**config.mk**
```make
export PLATFORM = sky130hd
export DESIGN_NAME = simon_host
export DESIGN_NICKNAME = d
export VERILOG_FILES = /design/src/rtl/simon_host.sv
export SDC_FILE = /design/constraint.sdc
export NUM_CORES = 1
export LEC_CHECK = 0
export CORE_MARGIN = 1.5
export CORE_UTILIZATION = 39
export CTS_CLUSTER_DIAMETER = 50
export DETAILED_ROUTE_END_ITERATION = 16
export HOLD_SLACK_MARGIN = 0.1
export PLACE_DENSITY_LB_ADDON = 0.25
export SYNTH_ARGS = -nofsm -noshare
export SYNTH_HDL_FRONTEND = slang
export SYNTH_SLANG_ARGS = --single-unit
```
**constraint.sdc**
```tcl
create_clock -name clk -period 1.95 [get_ports clk]
set_input_delay 0.195 -clock clk [delete_from_list [all_inputs] [get_ports clk]]
set_output_delay 0.195 -clock clk [all_outputs]
set_load 0.005 [all_outputs]
```
**src/rtl/simon_host.sv**
```systemverilog
// Host-side adapter for a SIMON block-cipher core: key and block handshakes toward
// the core, a two-entry result FIFO toward the host, and a per-phase watchdog.
module simon_host #(
    parameter int N  = 16,
    parameter int M  = 4,
    parameter int TO = 255
) (
    input  logic             clk,
    input  logic             nR,
    input  logic [M*N-1:0]   key_in,
    input  logic             key_valid,
    output logic             key_ready,
    input  logic             mode_in,
    input  logic [2*N-1:0]   blk_in,
    input  logic             blk_valid,
    output logic             blk_ready,
    output logic [2*N-1:0]   blk_out,
    output logic             out_valid,
    input  logic             out_ready,
    output logic             err_timeout,
    output logic             newData,
    output logic             newKey,
    output logic             enc_dec,
    output logic [2*N-1:0]   inData,
    output logic [M*N-1:0]   key,
    input  logic             loadData,
    input  logic             loadKey,
    input  logic             doneData,
    output logic             readData,
    input  logic [2*N-1:0]   outData
);
    localparam int WDW = $clog2(TO + 1);
    localparam logic [WDW-1:0] WD_LIMIT = WDW'(TO);

    typedef enum logic [2:0] {IDLE, KEY_REQ, DATA_REQ, WAIT_DONE, READ} state_t;

    state_t           state_q, state_d;
    logic             keyed_q, keyed_d;
    logic [WDW-1:0]   wd_q, wd_d, wd_inc;
    logic             err_q, err_d;
    logic             new_key_q, new_key_d;
    logic             new_data_q, new_data_d;
    logic             read_data_q, read_data_d;
    logic             enc_dec_q, enc_dec_d;
    logic [M*N-1:0]   key_q, key_d;
    logic [2*N-1:0]   in_data_q, in_data_d;
    logic [2*N-1:0]   head_q, head_d;
    logic [2*N-1:0]   tail_q, tail_d;
    logic [1:0]       count_q, count_d;
    logic             key_acc, blk_acc, push, pop;

    // Ready signals are forced low while reset is asserted so nothing is accepted then.
    assign key_ready = nR && (state_q == IDLE);
    assign blk_ready = nR && (state_q == IDLE) && keyed_q && !key_valid && (count_q < 2'd2);
    assign key_acc   = key_valid && key_ready;
    assign blk_acc   = blk_valid && blk_ready;
    assign out_valid = (count_q != 2'd0);
    assign pop       = out_valid && out_ready;
    assign wd_inc    = wd_q + 1'b1;

    always_comb begin
        state_d     = state_q;
        keyed_d     = keyed_q;
        wd_d        = wd_q;
        err_d       = err_q;
        new_key_d   = new_key_q;
        new_data_d  = new_data_q;
        read_data_d = read_data_q;
        enc_dec_d   = enc_dec_q;
        key_d       = key_q;
        in_data_d   = in_data_q;
        head_d      = head_q;
        tail_d      = tail_q;
        count_d     = count_q;
        push        = 1'b0;

        case (state_q)
            IDLE: begin
                if (key_acc) begin
                    key_d     = key_in;
                    enc_dec_d = mode_in;
                    new_key_d = 1'b1;
                    keyed_d   = 1'b0;
                    wd_d      = '0;
                    state_d   = KEY_REQ;
                end else if (blk_acc) begin
                    in_data_d  = blk_in;
                    new_data_d = 1'b1;
                    wd_d       = '0;
                    state_d    = DATA_REQ;
                end
            end
            KEY_REQ: begin
                if (loadKey) begin
                    new_key_d = 1'b0;
                    keyed_d   = 1'b1;
                    state_d   = IDLE;
                end
            end
            DATA_REQ: begin
                if (loadData) begin
                    new_data_d = 1'b0;
                    wd_d       = '0;
                    state_d    = WAIT_DONE;
                end
            end
            WAIT_DONE: begin
                if (doneData) begin
                    push        = 1'b1;
                    read_data_d = 1'b1;
                    wd_d        = '0;
                    state_d     = READ;
                end
            end
            READ: begin
                if (!doneData) begin
                    read_data_d = 1'b0;
                    state_d     = IDLE;
                end
            end
            default: state_d = IDLE;
        endcase

        // A phase that makes no progress for TO cycles is abandoned; queued results survive.
        if ((state_q != IDLE) && (state_d == state_q)) begin
            if (wd_inc == WD_LIMIT) begin
                err_d       = 1'b1;
                new_key_d   = 1'b0;
                new_data_d  = 1'b0;
                read_data_d = 1'b0;
                keyed_d     = 1'b0;
                wd_d        = '0;
                state_d     = IDLE;
            end else begin
                wd_d = wd_inc;
            end
        end

        case ({push, pop})
            2'b10: begin
                if (count_q == 2'd0) head_d = outData;
                else                 tail_d = outData;
                count_d = count_q + 2'd1;
            end
            2'b01: begin
                head_d  = tail_q;
                count_d = count_q - 2'd1;
            end
            2'b11: begin
                if (count_q == 2'd1) begin
                    head_d = outData;
                end else begin
                    head_d = tail_q;
                    tail_d = outData;
                end
            end
            default: ;
        endcase
    end

    always_ff @(posedge clk) begin
        if (!nR) begin
            state_q     <= IDLE;
            keyed_q     <= 1'b0;
            wd_q        <= '0;
            err_q       <= 1'b0;
            new_key_q   <= 1'b0;
            new_data_q  <= 1'b0;
            read_data_q <= 1'b0;
            enc_dec_q   <= 1'b0;
            key_q       <= '0;
            in_data_q   <= '0;
            head_q      <= '0;
            tail_q      <= '0;
            count_q     <= 2'd0;
        end else begin
            state_q     <= state_d;
            keyed_q     <= keyed_d;
            wd_q        <= wd_d;
            err_q       <= err_d;
            new_key_q   <= new_key_d;
            new_data_q  <= new_data_d;
            read_data_q <= read_data_d;
            enc_dec_q   <= enc_dec_d;
            key_q       <= key_d;
            in_data_q   <= in_data_d;
            head_q      <= head_d;
            tail_q      <= tail_d;
            count_q     <= count_d;
        end
    end

    assign err_timeout = err_q;
    assign newKey      = new_key_q;
    assign newData     = new_data_q;
    assign readData    = read_data_q;
    assign enc_dec     = enc_dec_q;
    assign key         = key_q;
    assign inData      = in_data_q;
    assign blk_out     = head_q;

endmodule

```
==> flow_summary.json, run 1 <==
{
  "synth-compound-area-share": 0.1728,
  "syn_avg_cell_area_um2": 8.018,
  "layout.area.seq_mm2": 0.003590,
  "dp.final_hpwl_mm": 14.32,
  "startpoint_type": "flop",
  "grt_overflow": 0,
  "tightest_slew_ns": 0.6275,
  "clock_latency_ns": 0.43,
  "drtPass1Iterations": 5,
  "leakage_nw": 3.971,
  "finalInstanceArea_mm2": 0.01116,
  "mappedNetlistArea_mm2": 0.006872,
  "drc": 0,
  "place.gp.congestion": 0.8280,
  "p_per_area_mw_per_mm2": 804.6,
  "synth-seq-cells": 179,
  "area_delta_synth_final_pct": 62.45,
  "placementRows": 48,
  "synth_top_family_by_area": "simple AND/OR/NAND/NOR gates",
  "post-place-ws_ns": -0.09170,
  "root_buffer": "clkbuf_16",
  "ys_top_cells_by_area": "dfxtp_1 (52%), nand2_1 (15%), a21oi_1 (5.4%), o21ai_0 (5.3%), a221oi_1 (4.1%)",
  "synth_ff_type": "dfxtp_1",
  "numCtsBuffers": 17,
  "reg2reg_depth": 12,
  "final_core_util": 0.6476,
  "synthesis.nets": 1001,
  "status": "finished with violations",
  "fin_skew_ns": 0.01123,
  "via_count": 6952,
  "die_w_um": 135.7,
  "synth-edff-count": 0,
  "grt_pass1_wl_mm": 32.12,
  "grt_util_all_layers": 0.2217,
  "pin_count": 273,
  "setup_viol": 2,
  "hold_path.class": "in -> reg",
  "period_share": 1.018,
  "path_max_fanout": 10,
  "critPathKind": "reg -> reg",
  "clock-sinks": 179,
  "yosysWarnings": 0,
  "synthSimpleGateAreaFrac": 0.2342,
  "place_area_mm2": 0.01006,
  "vias_per_cell": 5.001,
  "wl_mm": 22.55,
  "cap_violations": 0,
  "synth_seq_area_share": 0.5215,
  "ctsHoldBuffers": 0,
  "netlist_instances": 857,
  "cts_max_level": 4,
  "multi_input_area_mm2": 0.003211,
  "detail_route.wl_per_cell_um": 16.23,
  "core-area_mm2": 0.01724,
  "report.final.slew_viol_count": 0,
  "ys_async_sr_fraction": 0,
  "hold_viol_final": 0,
  "cts_tree": "yes",
  "tns_ns": -0.04303,
  "nets": 1296,
  "timing.fmax_mhz": 504.0,
  "min_period_ns": 1.984,
  "synth_top_area_frac": 0.5215,
  "cts.clk_slew.worst_paths_ns": 0.07,
  "grt_max_degree": 64,
  "fillers": 1468,
  "first_iter_violations": 487,
  "worst_hold_slack_ns": 0.3098,
  "synth_cell_types": 48,
  "violations": "negative setup slack",
  "die_y_um": 135.7,
  "start_util": 0.3987,
  "setup_ws_ns": -0.03415,
  "ir_worst_vdd_v": 0.0006096,
  "arrival_ns": 2.33,
  "yosysTopAreaCell": "dfxtp_1",
  "antenna_found_initial": 0,
  "slew_headroom": 0.5817,
  "worstPathRequired_ns": 2.30,
  "min_path_cells": 3,
  "synth_fa_ha_area_frac": 0.01275,
  "port_buffers": 272,
  "ant_nets": 0,
  "grt_pass1_vias": 6220,
  "die_area_mm2": 0.01843,
  "drive_above_1_share": 0.1408,
  "endpoint_kind": "flop",
  "synthMuxAreaShare": 0.001457,
  "clock_path_buffers": 2,
  "synthXorXnorAreaFrac": 0.006373,
  "antennaDiodeCount": 0
}
[state kept, by name, summed over array words and instances, names as in the netlist]
signal       count
key             64
blk_out         32
inData          32
tail_q          32
wd_q             8
state_q          3
count_q          2
enc_dec          1
err_timeout      1
keyed_q          1
newData          1
newKey           1
readData         1
[routing by layer]
metal | track usage | share of wire | wire (um)
met1 | 0.2765 | 0.42 | 9394
met2 | 0.3762 | 0.49 | 11140
met3 | 0.05350 | 0.067 | 1513
met4 | 0.07049 | 0.022 | 502
met5 | 0 | 0 | 0
[worst paths after layout]
path,startpoint,endpoint,slack (ns)
setup / recovery,count_q[0]$_SDFFE_PN0P_,tail_q[22]$_SDFFE_PN0P_,-0.03
hold / removal,blk_in[14],inData[14]$_SDFFE_PN0P_,0.31
hold reg to reg,inData[22]$_SDFFE_PN0P_,inData[22]$_SDFFE_PN0P_,0.45
setup reg to reg,count_q[0]$_SDFFE_PN0P_,tail_q[22]$_SDFFE_PN0P_,-0.03
[where the power goes]
part	internal, mW	total [mW]	leakage, nW	switching, mW
clock network	1.97	3.52	0.297	1.56
logic	0.860	1.49	2.21	0.630
registers	3.86	3.97	1.46	0.109
[per-stage QoR]
| step | power, mW | cells |
|---|---|---|
| 2_1_floorplan | 4.518 | 857 |
| 3_3_place_gp | 5.402 | 1341 |
| 3_5_place_dp | 5.418 | 1341 |
| 4_1_cts | 8.936 | 1374 |
| 5_1_grt | 9.331 | 1390 |
| 6_report | 8.982 | 1390 |
[area by class of cell]
| type | instances | area share |
|---|---|---|
| Sequential cell | 179 | 0.3216 |
| Tap cell | 225 | 0.02522 |
| Inverter | 14 | 0.004820 |
| Timing Repair Buffer | 341 | 0.3062 |
| Multi-Input combinational cell | 599 | 0.2876 |
| Clock buffer | 18 | 0.03934 |
| Clock inverter | 14 | 0.01524 |
[cell families after synthesis]
group / after synthesis
buf+inv: 79
xor+xnor: 5
simple gates: 387
mux: 1
fa+ha+maj: 7
flops: 179
compound gates: 199
[what timing repair did]
action | in CTS | in global routing
setup endpoints to repair | 64 | 85
buffers inserted | 1 | 7
gates resized for setup | 10 | 68
pin swaps | 1 | 10
gates cloned | 0 | 9
[cell usage after synthesis (all sizes together) (7+ instances only)]
cell and instances:
nand2 274, dfxtp 179, a21oi 75, o21ai 74
nor2 46, clkbuf 39, nor3 35, a221oi 32
buf 26, inv 14, nand3 8, ha 7
[worst max-delay path, stage by stage (launching register included)]
cell      delay (ns)
dfxtp_2         0.33
inv_1           0.06
ha_4            0.17
inv_2           0.06
nand2_2         0.07
inv_1           0.15
ha_4            0.20
nand2_2         0.09
o211ai_1        0.13
buf_4           0.20
buf_6           0.16
nand2_1         0.07
a21oi_1         0.20
[cell usage in the layout, fill, tap and decap left out, drive strengths merged, types with 2 or more instances in the layout]
cell	count
clkinv	6
nor3	35
nor4b	2
or4	2
a31oi	3
a221o	2
nand2	274
nor2	46
o21ai	74
xor2	3
o211ai	4
inv	19
buf	66
nand2b	3
nand3	8
a211oi	3
clkdlybuf4s50	268
a221oi	32
a21oi	75
xnor2	2
clkbuf	23
ha	7
bufinv	2
nor2b	2
nand4	4
dlygate4sd2	2
dfxtp	179
and2	2
No activity file was read; power rests on OpenSTA's default activity.
==> run 2, diff against run 1 <==
--- a/config.mk
+++ b/config.mk
@@ -9,6 +9,7 @@
 export CORE_UTILIZATION = 39
 export CTS_CLUSTER_DIAMETER = 50
 export DETAILED_ROUTE_END_ITERATION = 16
+export GPL_TIMING_DRIVEN = 0
 export HOLD_SLACK_MARGIN = 0.1
 export PLACE_DENSITY_LB_ADDON = 0.25
 export SYNTH_ARGS = -nofsm -noshare
==> run 2 against run 1 <==
Net effect: the flow still finishes with violations (negative setup slack); sequential cell count unchanged; cell count increased by 1.3%; total power decreased by 0.19%; sequential share of layout area decreased by 0.70 points; hold slack improved by 0.0024 ns; largest power group unchanged; critical path depth decreased by 2; core utilization increased by 1.6 points; combinational power increased by 3%; routed wire length increased by 4.2%; sequential power about the same; die area unchanged; global-route usage increased by 1.8 points; largest cell class unchanged.
==> flow_summary.json, run 2 (synthesis results as in run 1) <==
{
  "ir_worst_vdd_v": 0.0006347,
  "worst_hold_slack_ns": 0.3122,
  "hold_viol_final": 0,
  "mostFrequentLayoutCells": "clkdlybuf4s50_1 (270), nand2_1 (268), dfxtp_1 (171)",
  "placementRows": 48,
  "nets": 1314,
  "timing.fmax_mhz": 507.3,
  "place.gp.congestion": 0.8487,
  "reg2reg_depth": 10,
  "grt_use_met3": 0.05761,
  "detail_route.wl_per_cell_um": 16.70,
  "tns_ns": -0.05871,
  "clock_path_buffers": 2,
  "violations": "negative setup slack",
  "core-area_mm2": 0.01724,
  "grt_util_met1": 0.2982,
  "grt_pass1_wl_mm": 34.31,
  "ctsHoldBuffers": 0,
  "final_common_cell": "clkdlybuf4s50_1",
  "cap_violations": 0,
  "rsz0062_at_grt": "yes",
  "tightest_slew_ns": 0.7590,
  "post-place-ws_ns": -0.5677,
  "cts.clk_slew.worst_paths_ns": 0.07,
  "die_w_um": 135.7,
  "pin_count": 273,
  "period_share": 1.011,
  "reg2reg_to": "blk_out[0]$_SDFFE_PN0P_",
  "grt_overflow": 0,
  "antennaDiodeCount": 0,
  "hold_path.class": "in -> reg",
  "first_iter_violations": 467,
  "drc": 0,
  "reg2reg_slack_ns": -0.02,
  "dp.final_hpwl_mm": 15.96,
  "antenna_found_initial": 0,
  "fin_skew_ns": 0.01046,
  "busiest_layer": "met2",
  "fillers": 1431,
  "via_count": 7171,
  "arrival_ns": 2.32,
  "cts_tree": "yes",
  "drive_above_1_share": 0.1505,
  "area_delta_synth_final_pct": 66.59,
  "status": "finished with violations",
  "setup_viol": 5,
  "cts_max_level": 4,
  "setup_ws_ns": -0.02110,
  "dp_cells": 1354,
  "worstPathRequired_ns": 2.30,
  "die_y_um": 135.7,
  "ant_nets": 0,
  "largest_reg_flops": 64,
  "port_buffers": 272,
  "vias_per_cell": 5.093,
  "critPathKind": "reg -> reg",
  "use_met2": 0.4095,
  "report.final.slew_viol_count": 0,
  "grt_max_degree": 19,
  "min_path_cells": 3,
  "min_period_ns": 1.971,
  "numCtsBuffers": 17,
  "hp-start": "blk_in[29]",
  "r2r_start": "state_q[2]$_SDFF_PN0_",
  "slew_headroom": 0.4940,
  "leakage_nw": 4.025,
  "path_max_fanout": 6,
  "wl_mm": 23.51,
  "start_util": 0.3987,
  "hold_end": "inData[29]$_SDFFE_PN0P_",
  "clock-sinks": 179,
  "p_per_area_mw_per_mm2": 783.2,
  "grt_pass1_vias": 6572,
  "startpoint_type": "flop",
  "drtPass1Iterations": 7,
  "root_buffer": "clkbuf_16",
  "grt_util_all_layers": 0.2402,
  "clock_latency_ns": 0.43,
  "die_area_mm2": 0.01843,
  "endpoint_kind": "flop",
  "instances_no_fill": 1408
}
-- run 2: what timing repair did --
item,in CTS,in global routing
cloned,1,4
pin swaps,12,15
setup buffers,14,5
resized for setup,88,71
hold endpoints to repair,0,0
endpoints found under the setup margin,176,169
-- run 2: worst max path at each step --
stage | start | end | depth (start not counted)
2_1_floorplan | state_q[2]$_SDFF_PN0_ | blk_out[0]$_SDFFE_PN0P_ | 10
3_3_place_gp | nR | inData[30]$_SDFFE_PN0P_ | 7
3_5_place_dp | nR | inData[29]$_SDFFE_PN0P_ | 7
4_1_cts | wd_q[4]$_SDFFE_PN0P_ | readData$_SDFF_PN0_ | 6
5_1_grt | state_q[2]$_SDFF_PN0_ | tail_q[13]$_SDFFE_PN0P_ | 11
6_report | state_q[2]$_SDFF_PN0_ | blk_out[0]$_SDFFE_PN0P_ | 10
-- run 2: metal layers --
| layer | up-vias | wire [um] |
|---|---|---|
| met4 | 0 | 498 |
| li1 | 3519 | - |
| met5 | - | 0 |
| met3 | 36 | 1433 |
| met1 | 3354 | 9979 |
| met2 | 262 | 11600 |
-- run 2: worst max-delay path, cell delays in order, from the launching register on --
cell and delay, ns:
dfxtp_2 0.32, buf_6 0.12, and2b_2 0.24, nand3_4 0.12, inv_6 0.11, ha_4 0.18
a21oi_4 0.07, nor2_4 0.24, clkbuf_8 0.23, a221oi_2 0.07, nor3_1 0.18
-- run 2: final cells by class --
class / instances / area (um2) / share of cell area
clock buffers: 17 / 425.4 / 0.03716
multi-input cells: 599 / 3406 / 0.2975
clock inverters: 15 / 172.7 / 0.01508
well taps: 225 / 281.5 / 0.02459
repair buffers: 295 / 2953 / 0.2580
inverters: 14 / 62.56 / 0.005465
plain buffers: 64 / 545.5 / 0.04766
flip-flops and latches: 179 / 3601 / 0.3146
-- run 2: metrics by stage --
stage / util / cell area [um2] / power, mW
2_1_floorplan: - / 6908 / 4.518
3_3_place_gp: 0.5751 / 9912 / 5.351
3_5_place_dp: 0.5751 / 9912 / 5.367
4_1_cts: 0.6386 / 11010 / 8.900
5_1_grt: 0.6641 / 11450 / 9.327
6_report: 0.6641 / 11450 / 8.965
-- run 2: report_power, final --
group / switching [mW] / leakage [nW] / internal (mW) / total, mW
registers: 0.110 / 1.46 / 3.86 / 3.97
clock network: 1.63 / 0.291 / 1.83 / 3.46
logic: 0.675 / 2.27 / 0.866 / 1.54
total: 2.41 / 4.02 / 6.55 / 8.97
